==> config.mk <==
export PLATFORM = sky130hd
export DESIGN_NAME = pc_sequencer
export DESIGN_NICKNAME = d
export VERILOG_FILES = /design/src/rtl/pc_sequencer_pkg.sv /design/src/rtl/pc_sequencer_ras_stack.sv /design/src/rtl/pc_sequencer.sv
export SDC_FILE = /design/constraint.sdc
export NUM_CORES = 1
export LEC_CHECK = 0
export ABC_AREA = 1
export CAP_MARGIN = 10
export CORE_MARGIN = 3
export CORE_UTILIZATION = 35
export CTS_CLUSTER_SIZE = 40
export DETAILED_ROUTE_END_ITERATION = 16
export GPL_ROUTABILITY_DRIVEN = 0
export PLACE_DENSITY = 0.52
export SYNTH_ARGS = -nofsm -noshare
export SYNTH_HDL_FRONTEND = slang
export SYNTH_HIERARCHICAL = 1
export SYNTH_SLANG_ARGS = --single-unit
export TNS_END_PERCENT = 1
==> constraint.sdc <==
create_clock -name clk -period 7.35 [get_ports clk]
set_clock_uncertainty 0.2 [all_clocks]
set_input_delay 1.47 -clock clk [delete_from_list [all_inputs] [get_ports clk]]
set_output_delay 1.47 -clock clk [all_outputs]
set_load 0.005 [all_outputs]
==> src/rtl/pc_sequencer_pkg.sv <==
`default_nettype none
// ============================================================================
// pc_seq_pkg : shared types for the next-PC sequencer (FSM states, redirects)
// Revision   : 1.0
// ============================================================================
package pc_seq_pkg;

   typedef enum logic [0:0] {
      ST_RUN  = 1'b0,
      ST_HALT = 1'b1
   } state_e;

   typedef enum logic [2:0] {
      RK_NONE  = 3'd0,
      RK_STALL = 3'd1,
      RK_RET   = 3'd2,
      RK_CALL  = 3'd3,
      RK_JMP   = 3'd4
   } redir_e;

   // Priority resolution; during a flush bubble every redirect is dropped.
   function automatic redir_e decode_redir(input logic stall, input logic flush,
                                           input logic ret, input logic call,
                                           input logic jmp);
      redir_e kind;
      if (stall)      kind = RK_STALL;
      else if (flush) kind = RK_NONE;
      else if (ret)   kind = RK_RET;
      else if (call)  kind = RK_CALL;
      else if (jmp)   kind = RK_JMP;
      else            kind = RK_NONE;
      return kind;
   endfunction

endpackage
`default_nettype wire

==> src/rtl/pc_sequencer_ras_stack.sv <==
`default_nettype none
// ============================================================================
// ras_stack : DEPTH x W return-address LIFO, only the stack pointer is reset
// Revision  : 1.0
// ============================================================================
module ras_stack #(
   parameter int W     = 16,
   parameter int DEPTH = 8
) (
   input  logic                       clk,
   input  logic                       rst_n,
   input  logic                       push_i,
   input  logic                       pop_i,
   input  logic [W-1:0]               data_i,
   output logic [W-1:0]               top_o,
   output logic                       full_o,
   output logic                       empty_o,
   output logic [$clog2(DEPTH):0]     sp_o
);

   localparam int AW = $clog2(DEPTH);

   logic [W-1:0]  mem_q [DEPTH];
   logic [AW:0]   sp_q;
   logic [AW:0]   sp_d;
   logic [AW-1:0] top_idx;

   assign full_o  = (sp_q == (AW+1)'(DEPTH));
   assign empty_o = (sp_q == '0);
   assign top_idx = sp_q[AW-1:0] - 1'b1;
   assign top_o   = mem_q[top_idx];
   assign sp_o    = sp_q;

   always_comb begin
      sp_d = sp_q;
      if (push_i && !full_o)
         sp_d = sp_q + 1'b1;
      else if (pop_i && !empty_o)
         sp_d = sp_q - 1'b1;
   end

   always_ff @(posedge clk) begin
      if (!rst_n)
         sp_q <= '0;
      else
         sp_q <= sp_d;
   end

   always_ff @(posedge clk) begin
      if (push_i && !full_o)
         mem_q[sp_q[AW-1:0]] <= data_i;
   end

endmodule
`default_nettype wire

==> src/rtl/pc_sequencer.sv <==
`default_nettype none
// ============================================================================
// pc_sequencer : next-PC controller with return-address stack and fault halt
// Revision     : 1.0
// ============================================================================
module pc_sequencer
   import pc_seq_pkg::*;
#(
   parameter int W     = 16,
   parameter int DEPTH = 8
) (
   input  logic                   clk,
   input  logic                   rst_n,
   input  logic [W-1:0]           pc_in,
   input  logic                   stall,
   input  logic                   jmp,
   input  logic                   call,
   input  logic                   ret,
   input  logic [W-1:0]           jmp_addr,
   output logic                   cnt_st,
   output logic [W-1:0]           cnt_dat,
   output logic                   instr_valid,
   output logic                   halted,
   output logic                   err_ovf,
   output logic                   err_unf,
   output logic [$clog2(DEPTH):0] ras_depth
);

   state_e        state_q;
   state_e        state_d;
   redir_e        kind;
   logic          flush_q;
   logic          flush_d;
   logic          err_ovf_q;
   logic          err_unf_q;
   logic          fault_ovf;
   logic          fault_unf;
   logic          ras_push;
   logic          ras_pop;
   logic          ras_full;
   logic          ras_empty;
   logic [W-1:0]  ras_top;
   logic [W-1:0]  ret_addr;

   assign ret_addr = pc_in + W'(1);
   assign kind     = decode_redir(stall, flush_q, ret, call, jmp);

   ras_stack #(
      .W     (W),
      .DEPTH (DEPTH)
   ) u_ras (
      .clk     (clk),
      .rst_n   (rst_n),
      .push_i  (ras_push),
      .pop_i   (ras_pop),
      .data_i  (ret_addr),
      .top_o   (ras_top),
      .full_o  (ras_full),
      .empty_o (ras_empty),
      .sp_o    (ras_depth)
   );

   always_ff @(posedge clk) begin
      if (!rst_n) begin
         state_q   <= ST_RUN;
         flush_q   <= 1'b0;
         err_ovf_q <= 1'b0;
         err_unf_q <= 1'b0;
      end else begin
         state_q   <= state_d;
         flush_q   <= flush_d;
         err_ovf_q <= err_ovf_q | fault_ovf;
         err_unf_q <= err_unf_q | fault_unf;
      end
   end

   always_comb begin
      state_d = state_q;
      if (state_q == ST_RUN && (fault_ovf || fault_unf))
         state_d = ST_HALT;
   end

   always_comb begin
      cnt_st      = 1'b0;
      cnt_dat     = '0;
      instr_valid = 1'b0;
      ras_push    = 1'b0;
      ras_pop     = 1'b0;
      flush_d     = flush_q;
      fault_ovf   = 1'b0;
      fault_unf   = 1'b0;
      if (!rst_n) begin
         // Counter clears itself during reset; keep every strobe quiet.
         cnt_st = 1'b0;
      end else if (state_q == ST_HALT) begin
         cnt_st  = 1'b1;
         cnt_dat = pc_in;
      end else begin
         instr_valid = !stall && !flush_q;
         unique case (kind)
            RK_STALL: begin
               cnt_st  = 1'b1;
               cnt_dat = pc_in;
            end
            RK_RET: begin
               cnt_st = 1'b1;
               if (ras_empty) begin
                  fault_unf = 1'b1;
                  cnt_dat   = pc_in;
               end else begin
                  cnt_dat = ras_top;
                  ras_pop = 1'b1;
                  flush_d = 1'b1;
               end
            end
            RK_CALL: begin
               cnt_st = 1'b1;
               if (ras_full) begin
                  fault_ovf = 1'b1;
                  cnt_dat   = pc_in;
               end else begin
                  cnt_dat  = jmp_addr;
                  ras_push = 1'b1;
                  flush_d  = 1'b1;
               end
            end
            RK_JMP: begin
               cnt_st  = 1'b1;
               cnt_dat = jmp_addr;
               flush_d = 1'b1;
            end
            default: begin
               cnt_st  = 1'b0;
               flush_d = 1'b0;
            end
         endcase
      end
   end

   assign halted  = (state_q == ST_HALT);
   assign err_ovf = err_ovf_q;
   assign err_unf = err_unf_q;

endmodule
`default_nettype wire

; After elaboration in Yosys (flattened, before gate mapping)
; Memories as Yosys holds them, arrays and structs flattened.
; Cells that the tools add are included.
[totals]
register_bits = 8
ram_bits = 128
in_bits = 38
output_inout_bits = 25
wordCells = 72
mem_count = 1
[op_classes]
add_sub_neg = 4
n_eq_ne = 7
mux = 38
n_bitwise = 4
reduce_logical = 13
[mem_list]
columns = name, depth, word_bits, rd, rd_ports_with_merged_regs, write_ports, line
row1 = u_ras.mem_q, 8, 16, 1, 0, 1, pc_sequencer_ras_stack.sv:23  ; logic [W-1:0] mem_q [DEPTH];
[op_table]
columns = cell, n
row1 = 2-to-1 mux 16 bit, 4
row2 = case mux 16 bit (4 select lines), 1
row3 = 2-to-1 mux 1 bit, 25
row4 = adder 16 x 1 -> 16 bit (second input constant), 1
row5 = 2-to-1 mux 3 bit, 5
row6 = 2-to-1 mux 4 bit, 2
row7 = equality test 3 x 2 -> 1 bit (second input constant), 2
row8 = adder 4 x 1 -> 4 bit (second input constant), 1
row9 = equality test 4 bit (second input constant), 1
row10 = logical AND 1 bit, 4
row11 = logical NOT 1 bit, 4
row12 = logical NOT 4 bit, 1
row13 = inequality test 2 bit (second input constant), 2
row14 = case mux 1 bit (4 select lines), 1
row15 = AND reduction 4 bit, 1
row16 = OR reduction 4 bit, 1
row17 = subtractor 4 x 1 -> 4 bit (second input constant), 1
row18 = equality test 3 x 1 -> 1 bit (second input constant), 1
row19 = equality test 3 bit (second input constant), 1
row20 = subtractor 3 x 1 -> 3 bit (second input constant), 1
row21 = inverter 1 bit, 2
row22 = bitwise OR 1 bit, 2
row23 = nonzero test 2 bit, 1
row24 = logical OR 1 bit, 1

; Depth between registers and ports, before layout
; Gate-level depths: netlist of the first run.
[logic_depth]
depth_word = 12
depth_mapped = 19
ltp_nobuf = 15

; By module
; Netlist of the first run, hierarchy kept.
[modules_own_cells]
columns = module, n_inst, cells_each, area_each_um2, seq_area_each_um2
row1 = ras_stack, 1, 443, 5437.7, 3923.8
row2 = pc_sequencer, 1, 385, 1945.6, 80.1

; Worst setup path before layout of the first run
; OpenSTA, ideal clock, no wires.
[synth_path]
path_kind = reg2out
from = register u_ras.sp_q[0] (netlist: u_ras/sp_o[0])
to = output port cnt_dat[3]
arrival_ps = 2267
required_ps = 5680
slack_ps = 3413
stages_incl_launch_ff = 17
path_buffers = 4
path_cell_list = dfxtp_1 > inv_2 > buf_4 > buf_6 > ha_1 > buf_2 > clkbuf_1 > o21ai_0 > o21ai_0 > nor2_1 > a21oi_1 > inv_1 > o21ai_0 > nand2_1 > nand2_1 > nor2_1 > a21oi_1
[synth_between]
elab_chain_cells = 6
[synth_rtl]
columns = element, line
row1 = from (decl), pc_sequencer_ras_stack.sv:24  ; logic [AW:0] sp_q;
row2 = from (signal assigned), pc_sequencer_ras_stack.sv:46  ; sp_q <= sp_d;
row3 = subtractor 3 x 1 -> 3 bit, pc_sequencer_ras_stack.sv:30  ; assign top_idx = sp_q[AW-1:0] - 1'b1;
row4 = memory (8 x 16 bit), -
row5 = net ras_top[3], pc_sequencer.sv:42  ; logic [W-1:0] ras_top;
row6 = 2-to-1 mux 16 bit, pc_sequencer.sv:107  ; if (ras_empty) begin
row7 = case mux 16 bit (4 select lines), pc_sequencer.sv:100  ; unique case (kind)
row8 = 2-to-1 mux 16 bit, pc_sequencer.sv:95  ; end else if (state_q == ST_HALT) begin
row9 = 2-to-1 mux 16 bit, pc_sequencer.sv:92  ; if (!rst_n) begin
row10 = to (decl), pc_sequencer.sv:21  ; output logic [W-1:0] cnt_dat,
; The timed path passes the listed nets, and every way through them passes these cells.

; Worst setup path after layout of the first run
[layout_path]
from = register u_ras.sp_q[1] (netlist: u_ras/sp_o[1])
to = output port cnt_dat[8]
; The elaborated chain is that of the path after synthesis.

==> impl_metrics.tcl, run 1 <==
set metrics [dict create \
    cts.hold.buffers_added 0 \
    post_cts_buffers 0 \
    criticalPathCategory "reg2out" \
    edff_count_synth 128 \
    global_route_wire_length_before_repair_mm 30.8 \
    critPathSlowestCell "sky130_fd_sc_hd__ha_2" \
    crit_start_category "flip-flop" \
    syn-instance-count 828 \
    powerDensity_nw_per_um2 225 \
    power_switching_uw 497 \
    timing.critical_path.slowest_cell_delay_ns 0.76 \
    grt_util_met1 0.231 \
    total_vias_in_the_final_route 5605 \
    cp_data_arrival_time_ns 3.91 \
    max-clock-path-buffers 2 \
    cts_sinks 136 \
    crit_path_cell_trace "inv_1, ha_2, buf_4, o21ai_0, o21ai_0, nor2_1, a21oi_1, inv_1, o21ai_1, nand2_1, nand2_1, nor2_1, a21oi_2, clkdlybuf4s50_1" \
    post_route_cells_drive_above_1_share 0.106 \
    core_um2 20500 \
    result_of_the_run "complete, no violations" \
    syn-mean-instance-area_um2 8.92 \
    required_ns 5.68 \
    use_met3 0.0389 \
    floorplan.die.height_um 151 \
    cts_resized 0 \
    irDropWorstVdd_v 0.000148 \
    share_seq_of_total_power 0.440 \
    die-area_um2 22900 \
    setup_viol_count_final 0 \
    clockRootBuffer "sky130_fd_sc_hd__clkbuf_16" \
    worst_slack_at_placement_ns 1.82 \
    mostFrequentLayoutCells "193 x sky130_fd_sc_hd__nor2_1, 145 x sky130_fd_sc_hd__nand2_1, 128 x sky130_fd_sc_hd__edfxtp_1, 85 x sky130_fd_sc_hd__o21ai_0, 62 x sky130_fd_sc_hd__clkdlybuf4s50_1" \
    die-width_um 151 \
    synthFlopType "sky130_fd_sc_hd__edfxtp_1" \
    combinationalPowerShare 0.141 \
    fp-row-count 52 \
    floorplan.initialDensity 0.360 \
    numCtsBuffers 17 \
    finalMaxSlewViolations 0 \
    timing.reg2reg.setup_slack_ns 3.72 \
    rsz_0062_raised_after_global_routing "false" \
    maxCapViolations 0 \
    clock_tree_from_tritoncts "built" \
    boundaryPins 63 \
    maxClockFrequency_ghz 0.179 \
    wl_mm 19.0 \
    share_of_the_clock_period_used_by_the_worst_path 0.759 \
    numPortBuffers 62 \
    static-leakage-power_nw 3.31 \
    finalNetCount 909 \
    ys.warnings.count 6 \
    h-tree-depth 4 \
    gr-total-overflow 0 \
    crit_fanout 35 \
    grt_pass1_vias 5728 \
    grt_start_max_net_pins 71 \
    gr-max-usage-layer "met2" \
    fin_crit_ns 5.58 \
    postRouteAntennaNets 0 \
    cell_variety_after_synth 36 \
    met2_track_usage_gr 0.283 \
    n_fill_cell 2035 \
    drt_iter0_markers 371 \
    finish.instance_area_um2 8680 \
    post-route-worst-setup-slack_ns 1.77 \
    ys_seq_elements 136 \
    power.switching_fraction 0.254 \
    postPlaceCellArea_um2 8100 \
    drc 0 \
    post-route-util 0.424 \
    report.final.hold_viol_count 0 \
    drt-pass1-iter-count 7 \
    internal_power_mw 1.46 \
    worst_pin_slew_ns 1.15 \
    dp_hpwl_mm 12.1 \
    gr-usage-all-layers 0.175 \
    hp-class "reg2reg" \
    antenna_found_initial 0 \
    syn-cell-area_um2 7380 \
    layout.cells.most_common "sky130_fd_sc_hd__nor2_1" \
    via_per_inst 4.88 \
    clock_latency_ns 0.42 \
    insertedDiodeCount 0 \
    synthArstFlopShare 0 \
    clock_share_of_power 0.419 \
    layout_area_growth_over_synthesis_pct 17.6 \
    slew_headroom 0.230 \
    setup.worst_path.end_class "output port" \
    syn_nets 871 \
    clkTransAtPathRegs_ns 0.06 \
    tns_ns 0 \
    avgRoutedWirePerCell_um 16.6 \
    seq_area_frac_synth 0.542 \
]
-- Yosys cell counts (3+ instances only) --
| cell type | count | area (um^2) |
|---|---|---|
| sky130_fd_sc_hd__buf_6 | 8 | 90.1 |
| sky130_fd_sc_hd__buf_4 | 7 | 52.6 |
| sky130_fd_sc_hd__nand3_1 | 11 | 55.1 |
| sky130_fd_sc_hd__o21ai_1 | 19 | 95.1 |
| sky130_fd_sc_hd__buf_2 | 20 | 100 |
| sky130_fd_sc_hd__o21a_1 | 16 | 120 |
| sky130_fd_sc_hd__clkbuf_2 | 3 | 15.0 |
| sky130_fd_sc_hd__nor3_2 | 3 | 30.0 |
| sky130_fd_sc_hd__inv_1 | 46 | 173 |
| sky130_fd_sc_hd__nand2_4 | 3 | 33.8 |
| sky130_fd_sc_hd__a21oi_1 | 29 | 145 |
| sky130_fd_sc_hd__edfxtp_1 | 128 | 3840 |
| sky130_fd_sc_hd__xor2_1 | 14 | 123 |
| sky130_fd_sc_hd__nor2_1 | 196 | 736 |
| sky130_fd_sc_hd__nand2_1 | 145 | 544 |
| sky130_fd_sc_hd__ha_1 | 4 | 50.1 |
| sky130_fd_sc_hd__nand2_2 | 12 | 75.1 |
| sky130_fd_sc_hd__a21oi_2 | 17 | 149 |
| sky130_fd_sc_hd__o21ai_0 | 85 | 425 |
| sky130_fd_sc_hd__nand4_1 | 20 | 125 |
| sky130_fd_sc_hd__clkbuf_1 | 11 | 41.3 |
| sky130_fd_sc_hd__dfxtp_1 | 8 | 160 |
| sky130_fd_sc_hd__inv_2 | 6 | 22.5 |
-- worst max-delay path: cells and delay by family (launching register included) --
family / cells / cell delay (ns)
buffers and inverters: 4 / 1.18
AO/OA/AOI/OAI: 5 / 0.78
adder cells (fa/ha/maj): 1 / 0.76
AND/OR/NAND/NOR: 4 / 0.26
flip-flops: 1 / 0.51
-- logic make-up after synthesis --
logic type / share of synthesized area
flip-flops: 0.542
buffers and inverters: 0.0686
AO/OA/AOI/OAI: 0.127
XOR/XNOR: 0.0200
adder cells (fa/ha/maj): 0.00949
AND/OR/NAND/NOR: 0.233
-- path summary, 6_finish.rpt --
| kind | from | end | cells past startpoint |
|---|---|---|---|
| setup / recovery | u_ras/sp_o[1] | cnt_dat[8] | 14 |
| hold / removal | err_ovf | err_ovf | 2 |
| setup reg to reg | u_ras/sp_o[1] | u_ras/mem_q[1][13] | 10 |
| hold reg to reg | err_ovf | err_ovf | 2 |
-- power groups by stage --
stage / Clock, mW / Combinational (mW) / Sequential, mW
floorplan: 0 / 0.183 / 0.875
global placement: 0 / 0.276 / 0.876
detailed placement: 0 / 0.276 / 0.877
CTS: 0.836 / 0.278 / 0.860
global route: 0.867 / 0.313 / 0.861
finish: 0.820 / 0.275 / 0.860
-- cell type report --
type                    count  area (um^2)  share of cell area
repair buffers             69          673              0.0775
inverters                  53          204              0.0235
multi-input cells         589         2880               0.332
well taps                 270          338              0.0389
clock inverters            15          153              0.0176
flip-flops and latches    136         4010               0.461
clock buffers              17          425              0.0490
-- per-layer routing --
layer / wire [um] / share of wire / vias up
met5: 0 / 0 / -
met4: 346 / 0.018 / 0
met3: 970 / 0.051 / 25
met2: 8710 / 0.46 / 163
met1: 8990 / 0.47 / 2569
li1: - / - / 2848
-- flip-flops by register name, indices dropped and copies added, names as in the netlist --
register	cells
u_ras/mem_q	128
err_ovf	1
u_ras/sp_o	4
err_unf	1
flush_q	1
halted	1
-- metrics by stage --
stage | cells | total power [mW] | hold WS, ns
after floorplan | 828 | 1.06 | 0.252
after global placement | 1117 | 1.15 | 0.263
after detailed placement | 1117 | 1.15 | 0.248
after CTS | 1149 | 1.97 | 0.281
after global routing | 1149 | 2.04 | 0.342
final | 1149 | 1.96 | 0.277
Note: power is estimated with default switching activity, not from simulation.
==> inputs of run 2 (changes only) <==
- PLACE_DENSITY: 0.52 -> 0.54
- clock period: 7.35 -> 4.8 ns (I/O delays scaled with it)
==> impl_metrics.tcl, run 2 (synthesized netlist as in run 1, its figures left out) <==
set metrics [dict create \
    maxCapViolations 0 \
    fin_crit_ns 4.42 \
    layout.cells.most_common "sky130_fd_sc_hd__nor2_1" \
    die-width_um 151 \
    powerDensity_nw_per_um2 345 \
    floorplan.die.height_um 151 \
    largest_reg_flops 128 \
    die-area_um2 22900 \
    report.final.hold_viol_count 0 \
    criticalPathCategory "reg2out" \
    numPortBuffers 62 \
    gr-usage-all-layers 0.171 \
    static-leakage-power_nw 3.39 \
    clock_latency_ns 0.41 \
    drt_iter0_markers 343 \
    via_per_inst 4.84 \
    max-clock-path-buffers 2 \
    result_of_the_run "complete, no violations" \
    avgRoutedWirePerCell_um 16.1 \
    hp-class "reg2reg" \
    clockRootBuffer "sky130_fd_sc_hd__clkbuf_16" \
    grt_pass1_vias 5501 \
    clkTransAtPathRegs_ns 0.06 \
    clock_tree_from_tritoncts "built" \
    total_vias_in_the_final_route 5629 \
    n_fill_cell 2002 \
    dp_hpwl_mm 12.0 \
    floorplan.initialDensity 0.360 \
    post-route-worst-setup-slack_ns 0.376 \
    fp-row-count 52 \
    finalNetCount 922 \
    postRouteAntennaNets 0 \
    drt-pass1-iter-count 5 \
    boundaryPins 63 \
    layoutNonFillerInstCount 1162 \
    gr-total-overflow 0 \
    antenna_found_initial 0 \
    setup_viol_count_final 0 \
    insertedDiodeCount 0 \
    cpMostUsedCell "sky130_fd_sc_hd__o21ai_0" \
    mostFrequentLayoutCells "196 x sky130_fd_sc_hd__nor2_1, 145 x sky130_fd_sc_hd__nand2_1, 128 x sky130_fd_sc_hd__edfxtp_1, 85 x sky130_fd_sc_hd__o21ai_0, 62 x sky130_fd_sc_hd__clkdlybuf4s50_1" \
    core_um2 20500 \
    cts.hold.buffers_added 0 \
    worst_slack_at_placement_ns 0.562 \
    maxClockFrequency_ghz 0.226 \
    worst_pin_slew_ns 0.904 \
    finalMaxSlewViolations 0 \
    critical_path_buf_inv_count 4 \
    drc 0 \
    critPathTopFamily "buffers and inverters" \
    h-tree-depth 4 \
    post_route_cells_drive_above_1_share 0.111 \
    irDropWorstVdd_v 0.000222 \
    wl_mm 18.7 \
    crit_start_category "flip-flop" \
    timing.critical_path.slowest_cell_delay_ns 0.53 \
    setup.worst_path.end_class "output port" \
    slew_headroom 0.397 \
    rsz_0062_raised_after_global_routing "false" \
    global_route_wire_length_before_repair_mm 30.1 \
    numCtsBuffers 17 \
    cp_data_arrival_time_ns 3.26 \
    tns_ns 0 \
    crit_fanout 42 \
    grt_start_max_net_pins 71 \
    required_ns 3.64 \
    share_of_the_clock_period_used_by_the_worst_path 0.922 \
    cts_sinks 136 \
    crit_path_cell_trace "inv_1, ha_2, buf_8, o21ai_0, o21ai_0, nor2_1, a21oi_1, inv_1, o21ai_0, nand2_1, nand2_1, nor2_1, a21oi_1, clkdlybuf4s50_1" \
    placed_cells 1130 \
    critPathSlowestCell "sky130_fd_sc_hd__clkdlybuf4s50_1" \
    layout_area_growth_over_synthesis_pct 19.0 \
]
-- run 2: cell count changes in the layout (fill, tap and decap cells not counted), moves of 2 or more --
cell	change
sky130_fd_sc_hd__nor2_1	+3
sky130_fd_sc_hd__clkinvlp_4	-2
sky130_fd_sc_hd__clkinv_1	+2
sky130_fd_sc_hd__clkbuf_1	+2
sky130_fd_sc_hd__buf_4	+12
sky130_fd_sc_hd__nor2_2	-3
-- run 2: where the power goes --
part	internal (mW)	total, mW	switching, mW
Clock	0.812	1.28	0.472
Sequential	1.31	1.31	0.00456
Combinational	0.166	0.430	0.264
Total	2.29	3.03	0.741
-- run 2: area by class of cell --
class                      count  area (um^2)  share of cell area
timing repair buffer          82          778              0.0886
clock inverter                13          153              0.0174
multi-input combinational    589         2880               0.327
tap                          270          338              0.0385
inverter                      53          204              0.0232
sequential                   136         4010               0.456
clock buffer                  19          433              0.0493
-- run 2: metal layers --
layer,global-route usage,share of wire,vias up
li1,-,-,2872
met1,0.229,0.47,2609
met2,0.279,0.47,129
met3,0.0389,0.045,19
met4,0.0481,0.015,0
met5,0,0,-
-- run 2: through the flow --
| step | utilization | total power [mW] | hold WS (ns) | cell area, um^2 |
|---|---|---|---|---|
| floorplan | - | 1.62 | 0.252 | 7380 |
| global placement | 0.400 | 1.77 | 0.255 | 8190 |
| detailed placement | 0.400 | 1.77 | 0.253 | 8190 |
| CTS | 0.428 | 3.06 | 0.273 | 8780 |
| global route | 0.429 | 3.17 | 0.289 | 8790 |
| finish | 0.429 | 3.03 | 0.265 | 8790 |
-- run 2: tightest hold or removal path, cell delays in order (launching register included) --
cell	delay [ns]
sky130_fd_sc_hd__dfxtp_1	0.32
sky130_fd_sc_hd__nand2_1	0.05
sky130_fd_sc_hd__o21ai_0	0.06
-- run 2: timing repair --
| action | CTS | global route |
|---|---|---|
| resized for setup | 0 | 2 |
| setup endpoints to repair | 0 | 8 |
| setup buffers | 0 | 0 |
-- run 2: worst paths after layout --
check	startpoint	endpoint	slack [ns]	depth (start not counted)
max	u_ras/sp_o[1]	cnt_dat[3]	0.38	14
min	err_unf	err_unf	0.26	2
max reg2reg	u_ras/sp_o[1]	u_ras/sp_o[3]	1.86	15
min reg2reg	err_unf	err_unf	0.26	2
